<file path="src/rtl/ffe_sample_loader.sv">
// FFE sample loader: buffers upstream samples and strobes them into the FFE
// one at a time. Each load waits for the FFE's data_valid rising edge, keeps a
// minimum load-to-load spacing, and flags an FFE that never answers.
module ffe_sample_loader #(
    parameter int unsigned DATA_WIDTH = 12,
    parameter int unsigned FIFO_DEPTH = 4,
    parameter int unsigned MIN_GAP    = 4,
    parameter int unsigned TIMEOUT    = 64
) (
    input  logic                          clk,
    input  logic                          rst,
    input  logic                          s_valid,
    input  logic [DATA_WIDTH-1:0]         s_data,
    output logic                          s_ready,
    output logic                          ffe_load,
    output logic [DATA_WIDTH-1:0]         ffe_data,
    input  logic                          ffe_valid,
    output logic                          busy,
    output logic                          timeout_pulse,
    output logic                          timeout_err,
    output logic [$clog2(FIFO_DEPTH):0]   fifo_level,
    output logic [15:0]                   done_count
);

    localparam int unsigned PTR_W = $clog2(FIFO_DEPTH);
    localparam int unsigned LVL_W = PTR_W + 1;
    localparam int unsigned GAP_W = $clog2(MIN_GAP);
    localparam int unsigned TO_W  = $clog2(TIMEOUT + 1);
    localparam int unsigned CNT_W = 16;

    typedef enum logic [1:0] {
        ST_IDLE = 2'd0,
        ST_LOAD = 2'd1,
        ST_WAIT = 2'd2
    } state_e;

    // Sample buffer and extra-bit pointers (occupancy = wr - rd)
    logic [DATA_WIDTH-1:0] mem_q [FIFO_DEPTH];
    logic [LVL_W-1:0]      wr_ptr_q;
    logic [LVL_W-1:0]      rd_ptr_q;
    logic [LVL_W-1:0]      level_c;
    logic                  full_c;
    logic                  empty_c;
    logic                  push_c;
    logic                  pop_c;

    state_e                state_q, state_d;
    logic [GAP_W-1:0]      gap_q, gap_d;
    logic [TO_W-1:0]       to_cnt_q, to_cnt_d;
    logic [CNT_W-1:0]      done_q, done_d;
    logic [DATA_WIDTH-1:0] data_q, data_d;
    logic                  load_q, load_d;
    logic                  tpulse_q, tpulse_d;
    logic                  terr_q, terr_d;
    logic                  ffe_valid_q;
    logic                  vedge_c;

    assign level_c = wr_ptr_q - rd_ptr_q;
    assign full_c  = (level_c == LVL_W'(FIFO_DEPTH));
    assign empty_c = (level_c == '0);
    // No fall-through: a full buffer refuses even when popping this cycle
    assign s_ready = !full_c && !rst;
    assign push_c  = s_valid && s_ready;
    assign vedge_c = ffe_valid && !ffe_valid_q;

    // Buffer storage write
    always_ff @(posedge clk) begin
        if (push_c) begin
            mem_q[wr_ptr_q[PTR_W-1:0]] <= s_data;
        end
    end

    // Buffer pointers
    always_ff @(posedge clk) begin
        if (rst) begin
            wr_ptr_q <= '0;
            rd_ptr_q <= '0;
        end else begin
            if (push_c) wr_ptr_q <= wr_ptr_q + LVL_W'(1);
            if (pop_c)  rd_ptr_q <= rd_ptr_q + LVL_W'(1);
        end
    end

    // Next state, spacing/timeout counters and FFE-side outputs
    always_comb begin
        state_d  = state_q;
        pop_c    = 1'b0;
        gap_d    = (gap_q != '0) ? gap_q - GAP_W'(1) : gap_q;
        to_cnt_d = to_cnt_q;
        done_d   = done_q;
        data_d   = data_q;
        load_d   = 1'b0;
        tpulse_d = 1'b0;
        terr_d   = terr_q;
        case (state_q)
            ST_IDLE: begin
                if (!empty_c && (gap_q == '0)) begin
                    state_d = ST_LOAD;
                    pop_c   = 1'b1;
                    data_d  = mem_q[rd_ptr_q[PTR_W-1:0]];
                    load_d  = 1'b1;
                    gap_d   = GAP_W'(MIN_GAP - 1);
                end
            end
            ST_LOAD: begin
                state_d  = ST_WAIT;
                to_cnt_d = '0;
            end
            ST_WAIT: begin
                // An edge landing on the last timeout cycle still counts as an answer
                if (vedge_c) begin
                    done_d  = done_q + CNT_W'(1);
                    state_d = ST_IDLE;
                end else if (to_cnt_q == TO_W'(TIMEOUT - 1)) begin
                    tpulse_d = 1'b1;
                    terr_d   = 1'b1;
                    state_d  = ST_IDLE;
                end else begin
                    to_cnt_d = to_cnt_q + TO_W'(1);
                end
            end
            default: begin
                state_d = ST_IDLE;
            end
        endcase
    end

    // State and registered outputs
    always_ff @(posedge clk) begin
        if (rst) begin
            state_q     <= ST_IDLE;
            gap_q       <= '0;
            to_cnt_q    <= '0;
            done_q      <= '0;
            data_q      <= '0;
            load_q      <= 1'b0;
            tpulse_q    <= 1'b0;
            terr_q      <= 1'b0;
            ffe_valid_q <= 1'b0;
        end else begin
            state_q     <= state_d;
            gap_q       <= gap_d;
            to_cnt_q    <= to_cnt_d;
            done_q      <= done_d;
            data_q      <= data_d;
            load_q      <= load_d;
            tpulse_q    <= tpulse_d;
            terr_q      <= terr_d;
            ffe_valid_q <= ffe_valid;
        end
    end

    assign ffe_load      = load_q;
    assign ffe_data      = data_q;
    assign timeout_pulse = tpulse_q;
    assign timeout_err   = terr_q;
    assign done_count    = done_q;
    assign fifo_level    = level_c;
    assign busy          = (state_q != ST_IDLE) || !empty_c;

endmodule

</file>
<file path="config.mk">
export PLATFORM = sky130hd
export DESIGN_NAME = ffe_sample_loader
export DESIGN_NICKNAME = d
export VERILOG_FILES = /design/src/rtl/ffe_sample_loader.sv
export SDC_FILE = /design/constraint.sdc
export NUM_CORES = 1
export LEC_CHECK = 0
export CAP_MARGIN = 10
export CORE_MARGIN = 8
export CORE_UTILIZATION = 49
export CTS_BUF_LIST = sky130_fd_sc_hd__clkbuf_4 sky130_fd_sc_hd__clkbuf_8 sky130_fd_sc_hd__clkbuf_16
export CTS_CLUSTER_DIAMETER = 40
export DETAILED_ROUTE_END_ITERATION = 7
export GPL_ROUTABILITY_DRIVEN = 1
export PLACE_DENSITY = 0.83
export SLEW_MARGIN = 30
export SYNTH_ARGS = -nofsm -noshare
export SYNTH_HDL_FRONTEND = slang
export SYNTH_SLANG_ARGS = --single-unit
</file>
<file path="constraint.sdc">
create_clock -name clk -period 2.6 [get_ports clk]
set_input_delay 0.52 -clock clk [delete_from_list [all_inputs] [get_ports clk]]
set_output_delay 0.52 -clock clk [all_outputs]
set_load 0.02 [all_outputs]
</file>
==> out/metrics.csv, run 1 <==
metric;value;unit
status;finished with violations;
violated checks;negative setup slack;
RSZ-0062 raised after global routing;yes;
Worst Tran Pin Value;0.614;ns
Crit. Startpoint;wr_ptr_q[0]$_SDFFE_PP0P_;
total I/O pin count;52;
FF+latch count, synth;97;
Vias;2615;
crit end category;output port;
Primary FF master, synth;dfxtp_1;
synth cell count leaders;49 x dfxtp_1, 48 x edfxtp_1, 43 x nand2_1;
Rows;32;
Post-route DRC;0;
first-pass GRT wire length;12900;um
Remaining Overflow, GRT;0;
initial antenna violation count;0;
Core Area;7690;um2
n_diodes;0;
Max Cap Viol;0;
Synth Cell Area;3880;um2
Routed WL;7790;um
TritonCTS buffer count;9;
Die Footprint;11000;um2
Post-DP Area;4640;um2
TritonCTS clock tree;yes;
crit path max-delay cell type;or4_4;
critical path peak fanout;2;
post-route minimum period;2.64;ns
clk root buf;clkbuf_8;
Ys Warns;0;
critical path depth in cells;6;
Fin Hold WS;0.449;ns
fmax;0.379;GHz
Syn Nets;335;
synth top area cells;edfxtp_1 37%, dfxtp_1 25%, mux4_2 7.0%;
setup_tns;-0.0389;ns
period utilisation layout;1.01;
Final Cell Area;4860;um2
fill cell count;583;
final hold violation count;0;
vias in the first global route;2661;
leakage power;0.00165;uW
Crit path largest cell delay;0.50;ns
GPL Wtd Cong;0.804;
CP arrival;2.12;ns
worst r2r dst;mem_q[1][3]$_DFFE_PP_;
Wirelength per Cell;16.0;um
CP Cell Sequence;inv_2 -> ha_4 -> fa_2 -> xor3_1 -> or4_4 -> buf_6;
Max Slew Vio Count;0;
clk sinks;97;
clock-pin slew on the worst setup and hold paths;0.10;ns
largest net degree at the start of global routing;39;
Area growth syn-to-layout;25.4;%
Port Buf Inserts;51;
nets@finish;404;
FF-to-FF setup slack;0.09;ns
worst path bufs/invs;2;
die width;105;um
top cell type's share of synthesized area;0.372;
Critical Path RT;2.08;ns
Synth cell types;47;
detailed placement HPWL;5450;um
Cell Pwr Density;939;nW/um2
sequential area share after synthesis;0.625;
fin worst setup slack;-0.0389;ns
Die Y;105;um
Worst Setup Start Kind;flip-flop;
DRT Pass-1 Iters;4;
Post-Syn Instances;310;
count leader, synth;dfxtp_1;
asr flop ratio synth;0;
crit path to;busy;
r2r worst-path depth;10;
Hold WC Path Type;reg -> reg;
setup violators final;1;
Post-CTS Hold Buffers;0;
Post-synth EDFFs;48;
maximum clock path buffer count;2;
# H-tree levels;3;
RR Startpoint;wr_ptr_q[0]$_SDFFE_PP0P_;
Max Clock Skew;0.0132;ns
vias per cell;5.38;
share of post-route cells with drive strength above 1;0.156;
Skew-Pair Late Insertion Delay;0.35;ns
family with the most delay on the worst path;adder cells;
Setup CP Type;reg -> out;
Tot GR Track Use;0.144;
Initial Util;0.504;
post-route ant nets;0;
Peak VDD IR;0.627;mV
area leader, netlist;edfxtp_1;
DRT iter0 DRCs;137;
max_slew headroom;0.591;
# Post-CTS Setup Buffers;0;
Avg Inst Size Synth;12.5;um2
[worst register-to-register path, stage by stage (launching register included)]
cell and delay [ns]:
dfxtp_2 0.35, inv_2 0.05, ha_4 0.15, fa_2 0.35, xor3_1 0.22, buf_6 0.15, nor2b_4 0.12, buf_4 0.13
nor3b_2 0.31, and2_1 0.24, buf_12 0.16
[worst min path at each step]
stage	cells past startpoint	end	startpoint	slack, ns
4_1_cts	2	to_cnt_q[6]$_SDFFE_PP0P_	to_cnt_q[6]$_SDFFE_PP0P_	0.45
5_1_grt	2	to_cnt_q[6]$_SDFFE_PP0P_	to_cnt_q[6]$_SDFFE_PP0P_	0.48
6_report	2	to_cnt_q[6]$_SDFFE_PP0P_	to_cnt_q[6]$_SDFFE_PP0P_	0.45
2_1_floorplan	2	to_cnt_q[6]$_SDFFE_PP0P_	to_cnt_q[6]$_SDFFE_PP0P_	0.42
3_5_place_dp	2	to_cnt_q[6]$_SDFFE_PP0P_	to_cnt_q[6]$_SDFFE_PP0P_	0.44
3_3_place_gp	2	to_cnt_q[6]$_SDFFE_PP0P_	to_cnt_q[6]$_SDFFE_PP0P_	0.43
[flip-flops by register name, summed over array words and instances, names as in the netlist]
register       flops
ffe_load           1
ffe_data          12
mem_q             48
done_count        16
gap_q              2
wr_ptr_q           3
timeout_pulse      1
rd_ptr_q           3
state_q            2
ffe_valid_q        1
to_cnt_q           7
timeout_err        1
[metrics by stage]
stage | power [uW] | setup slack [ns] | util | instances
floorplan | 2880 | 0.0231 | - | 310
global placement | 3570 | -0.0678 | 0.604 | 470
detailed placement | 3630 | -0.113 | 0.604 | 470
CTS | 4510 | -0.0729 | 0.627 | 486
global route | 4820 | -0.0988 | 0.632 | 486
finish | 4560 | -0.0389 | 0.632 | 486
[cell usage in the layout, fill, tap and decap left out, drive strengths merged, types with 9 or more instances in the layout]
cell type / n
a21oi: 26
buf: 22
clkbuf: 9
clkdlybuf4s50: 46
dfxtp: 49
edfxtp: 48
inv: 10
mux4: 12
nand2: 43
nor2: 18
[final cells by class]
class / instances / area (um2) / share of cell area
inverter: 7 / 26.3 / 0.00541
sequential: 97 / 2420 / 0.499
multi-input combinational: 194 / 1410 / 0.289
timing repair buffer: 70 / 689 / 0.142
clock inverter: 7 / 62.6 / 0.0129
tap: 102 / 128 / 0.0263
clock buffer: 9 / 124 / 0.0255
[power breakdown]
group          leakage (uW)  switching [uW]  total (uW)  internal [uW]
clock             0.0000912             546         914            368
sequential         0.000834             104        1920           1820
combinational      0.000729             921        1730            805
total               0.00165            1570        4560           2990
[metal layers]
| layer | track usage | routed length (um) | vias to the layer above |
|---|---|---|---|
| met5 | 0 | 0 | - |
| met3 | 0.0436 | 390 | 6 |
| met4 | 0.0367 | 52 | 0 |
| met1 | 0.171 | 3400 | 1280 |
| met2 | 0.249 | 3950 | 58 |
| li1 | - | - | 1271 |
[cells by family after synthesis]
family,share of synthesized area
flops,0.625
fa+ha+maj,0.0310
simple gates,0.148
xor+xnor,0.0332
buf+inv,0.0197
mux,0.0752
compound gates,0.0675
[timing repair]
item                       4_1_cts  5_1_grt
setup endpoints to repair       40       38
pin swaps                        0        2
resized for setup               14       10
Note: power is estimated with default switching activity, not from simulation.
==> inputs of run 2 (changes only) <==
--- a/config.mk
+++ b/config.mk
@@ -5,13 +5,14 @@
 export SDC_FILE = /design/constraint.sdc
 export NUM_CORES = 1
 export LEC_CHECK = 0
-export CAP_MARGIN = 10
 export CORE_MARGIN = 8
 export CORE_UTILIZATION = 49
 export CTS_BUF_LIST = sky130_fd_sc_hd__clkbuf_4 sky130_fd_sc_hd__clkbuf_8 sky130_fd_sc_hd__clkbuf_16
 export CTS_CLUSTER_DIAMETER = 40
 export DETAILED_ROUTE_END_ITERATION = 7
 export GPL_ROUTABILITY_DRIVEN = 1
+export GPL_TIMING_DRIVEN = 0
+export MAX_ROUTING_LAYER = met4
 export PLACE_DENSITY = 0.83
 export SLEW_MARGIN = 30
 export SYNTH_ARGS = -nofsm -noshare
==> run 2 against run 1 <==
The flow still finishes with violations (negative setup slack); worst setup slack lost 0.042 ns; highest routed layer unchanged; via count grew 0.15%; flip-flop and latch count is the same; first-iteration DRC count shrank 1.5%; combinational power shrank 5%; maximum frequency shrank 1.6%; cell area shrank 0.57%.
==> out/metrics.csv, run 2 (synthesized netlist as in run 1, its figures left out) <==
metric;value;unit
fmax;0.373;GHz
Core Area;7690;um2
max reg flops;48;
most common cell after layout, fill and taps aside;edfxtp_1;
n_diodes;0;
RSZ-0062 raised after global routing;yes;
die width;105;um
Peak VDD IR;0.608;mV
critical path peak fanout;3;
Die Y;105;um
post-route ant nets;0;
Combinational Power Share;0.367;
initial antenna violation count;0;
period utilisation layout;1.03;
gr busiest metal;met2;
clk root buf;clkbuf_8;
Cell Pwr Density;932;nW/um2
family with the most delay on the worst path;simple AND/OR/NAND/NOR gates;
Vias;2619;
first-pass GRT wire length;13200;um
GR Util met1;0.179;
GPL Wtd Cong;0.784;
Critical Path RT;2.08;ns
met3 Usage GRT;0.0338;
TritonCTS clock tree;yes;
post-route minimum period;2.68;ns
Net Switching;1560;uW
Clk pwr share;0.198;
Crit path largest cell delay;0.51;ns
crit path max-delay cell type;or4_4;
CP arrival;2.16;ns
commonest cells after routing, fill and taps aside;48 x edfxtp_1, 47 x clkdlybuf4s50_1, 45 x dfxtp_1, 42 x nand2_1, 26 x a21oi_1;
DRT iter0 DRCs;135;
Area growth syn-to-layout;24.7;%
Routed WL;7920;um
worst path bufs/invs;2;
Wirelength per Cell;16.2;um
total I/O pin count;52;
Rows;32;
Skew-Pair Late Insertion Delay;0.36;ns
vias in the first global route;2677;
violated checks;negative setup slack;
Setup CP Type;reg -> out;
detailed placement HPWL;5560;um
dpl ws;-0.596;ns
setup violators final;1;
nets@finish;408;
switching part of the total;0.347;
Post-route DRC;0;
final hold violation count;0;
HP Start;to_cnt_q[6]$_SDFFE_PP0P_;
Max Slew Vio Count;0;
Worst Setup Start Kind;flip-flop;
clk sinks;97;
placed insts;464;
Initial Util;0.504;
Port Buf Inserts;51;
max_slew headroom;0.569;
status;finished with violations;
vias per cell;5.36;
cell internal pwr;2940;uW
share of post-route cells with drive strength above 1;0.165;
M2 GR Usage;0.252;
Max Clock Skew;0.0107;ns
largest net degree at the start of global routing;18;
# H-tree levels;3;
CP Cell Sequence;inv_4 -> ha_4 -> fa_2 -> xor3_2 -> or4_4 -> buf_6;
TritonCTS buffer count;9;
Worst Tran Pin Value;0.642;ns
Remaining Overflow, GRT;0;
Hold WC Path Type;reg -> reg;
leakage power;0.00164;uW
Final Non-Filler Cells;489;
Die Footprint;11000;um2
sequential fraction of design power;0.435;
clock-pin slew on the worst setup and hold paths;0.09;ns
fin worst setup slack;-0.0813;ns
DRT Pass-1 Iters;5;
RR Startpoint;wr_ptr_q[0]$_SDFFE_PP0P_;
Crit. Startpoint;wr_ptr_q[0]$_SDFFE_PP0P_;
setup_tns;-0.0813;ns
crit end category;output port;
maximum clock path buffer count;2;
Tot GR Track Use;0.154;
Max Cap Viol;0;
==> run 2: cell types whose count changed in the layout (fill, tap and decap cells not counted), moves of 2 or more <==
cell      previous run  this run
and2_1               4         1
and2_4               0         3
buf_12               3         0
buf_2                1         4
buf_4               15        11
clkbuf_1             0         5
clkbuf_2             0         3
dfxtp_1             48        45
dfxtp_4              0         2
inv_6                0         3
inv_8                3         1
==> run 2: metal layers <==
layer / vias up / routed length [um]
met5: - / 0
li1: 1278 / -
met1: 1263 / 3610
met2: 63 / 3850
met4: 0 / 154
met3: 15 / 291
==> run 2: worst reg2reg max path, stage by stage (launching register included) <==
cell and delay [ns]:
dfxtp_4 0.38, inv_4 0.04, ha_4 0.14, fa_2 0.33, xor3_2 0.25, buf_4 0.16, nor2b_1 0.15, nor3b_2 0.17
buf_4 0.15, and2_4 0.27
==> run 2: path summary, 6_finish.rpt <==
kind,endpoint,slack (ns),cells past startpoint
worst min-delay path,to_cnt_q[6]$_SDFFE_PP0P_,0.44,2
worst max register to register,mem_q[0][10]$_DFFE_PP_,0.24,9
worst max-delay path,busy,-0.08,6
worst min register to register,to_cnt_q[6]$_SDFFE_PP0P_,0.44,2
==> run 2: what timing repair did <==
item	4_1_cts	5_1_grt
pin swaps	5	3
gates resized for setup	35	6
hold buffers	0	0
endpoints found under the setup margin	49	58
setup buffers	8	2
==> run 2: final cells by class <==
type | instances | area, um2
Fill cell | 625 | 2860
Tap cell | 102 | 128
Timing Repair Buffer | 62 | 589
Multi-Input combinational cell | 194 | 1430
Buffer | 12 | 52.6
Clock inverter | 6 | 50.0
Clock buffer | 9 | 124
Inverter | 7 | 28.8
Sequential cell | 97 | 2430
==> run 2: stage by stage <==
stage / area, um2 / power [uW] / util / hold slack [ns]
after floorplan: 3880 / 2880 / - / 0.419
after global placement: 4510 / 3430 / 0.587 / 0.430
after detailed placement: 4530 / 3480 / 0.590 / 0.430
after CTS: 4800 / 4480 / 0.624 / 0.443
after global routing: 4830 / 4750 / 0.629 / 0.464
final: 4830 / 4500 / 0.629 / 0.442
==> run 2: power groups by stage <==
stage          logic, uW  registers, uW  clock network [uW]
4_1_cts             1610           1960                 912
3_5_place_dp        1490           1990                   0
2_1_floorplan        795           2080                   0
6_report            1650           1960                 891
5_1_grt             1800           1980                 967
3_3_place_gp        1450           1980                   0
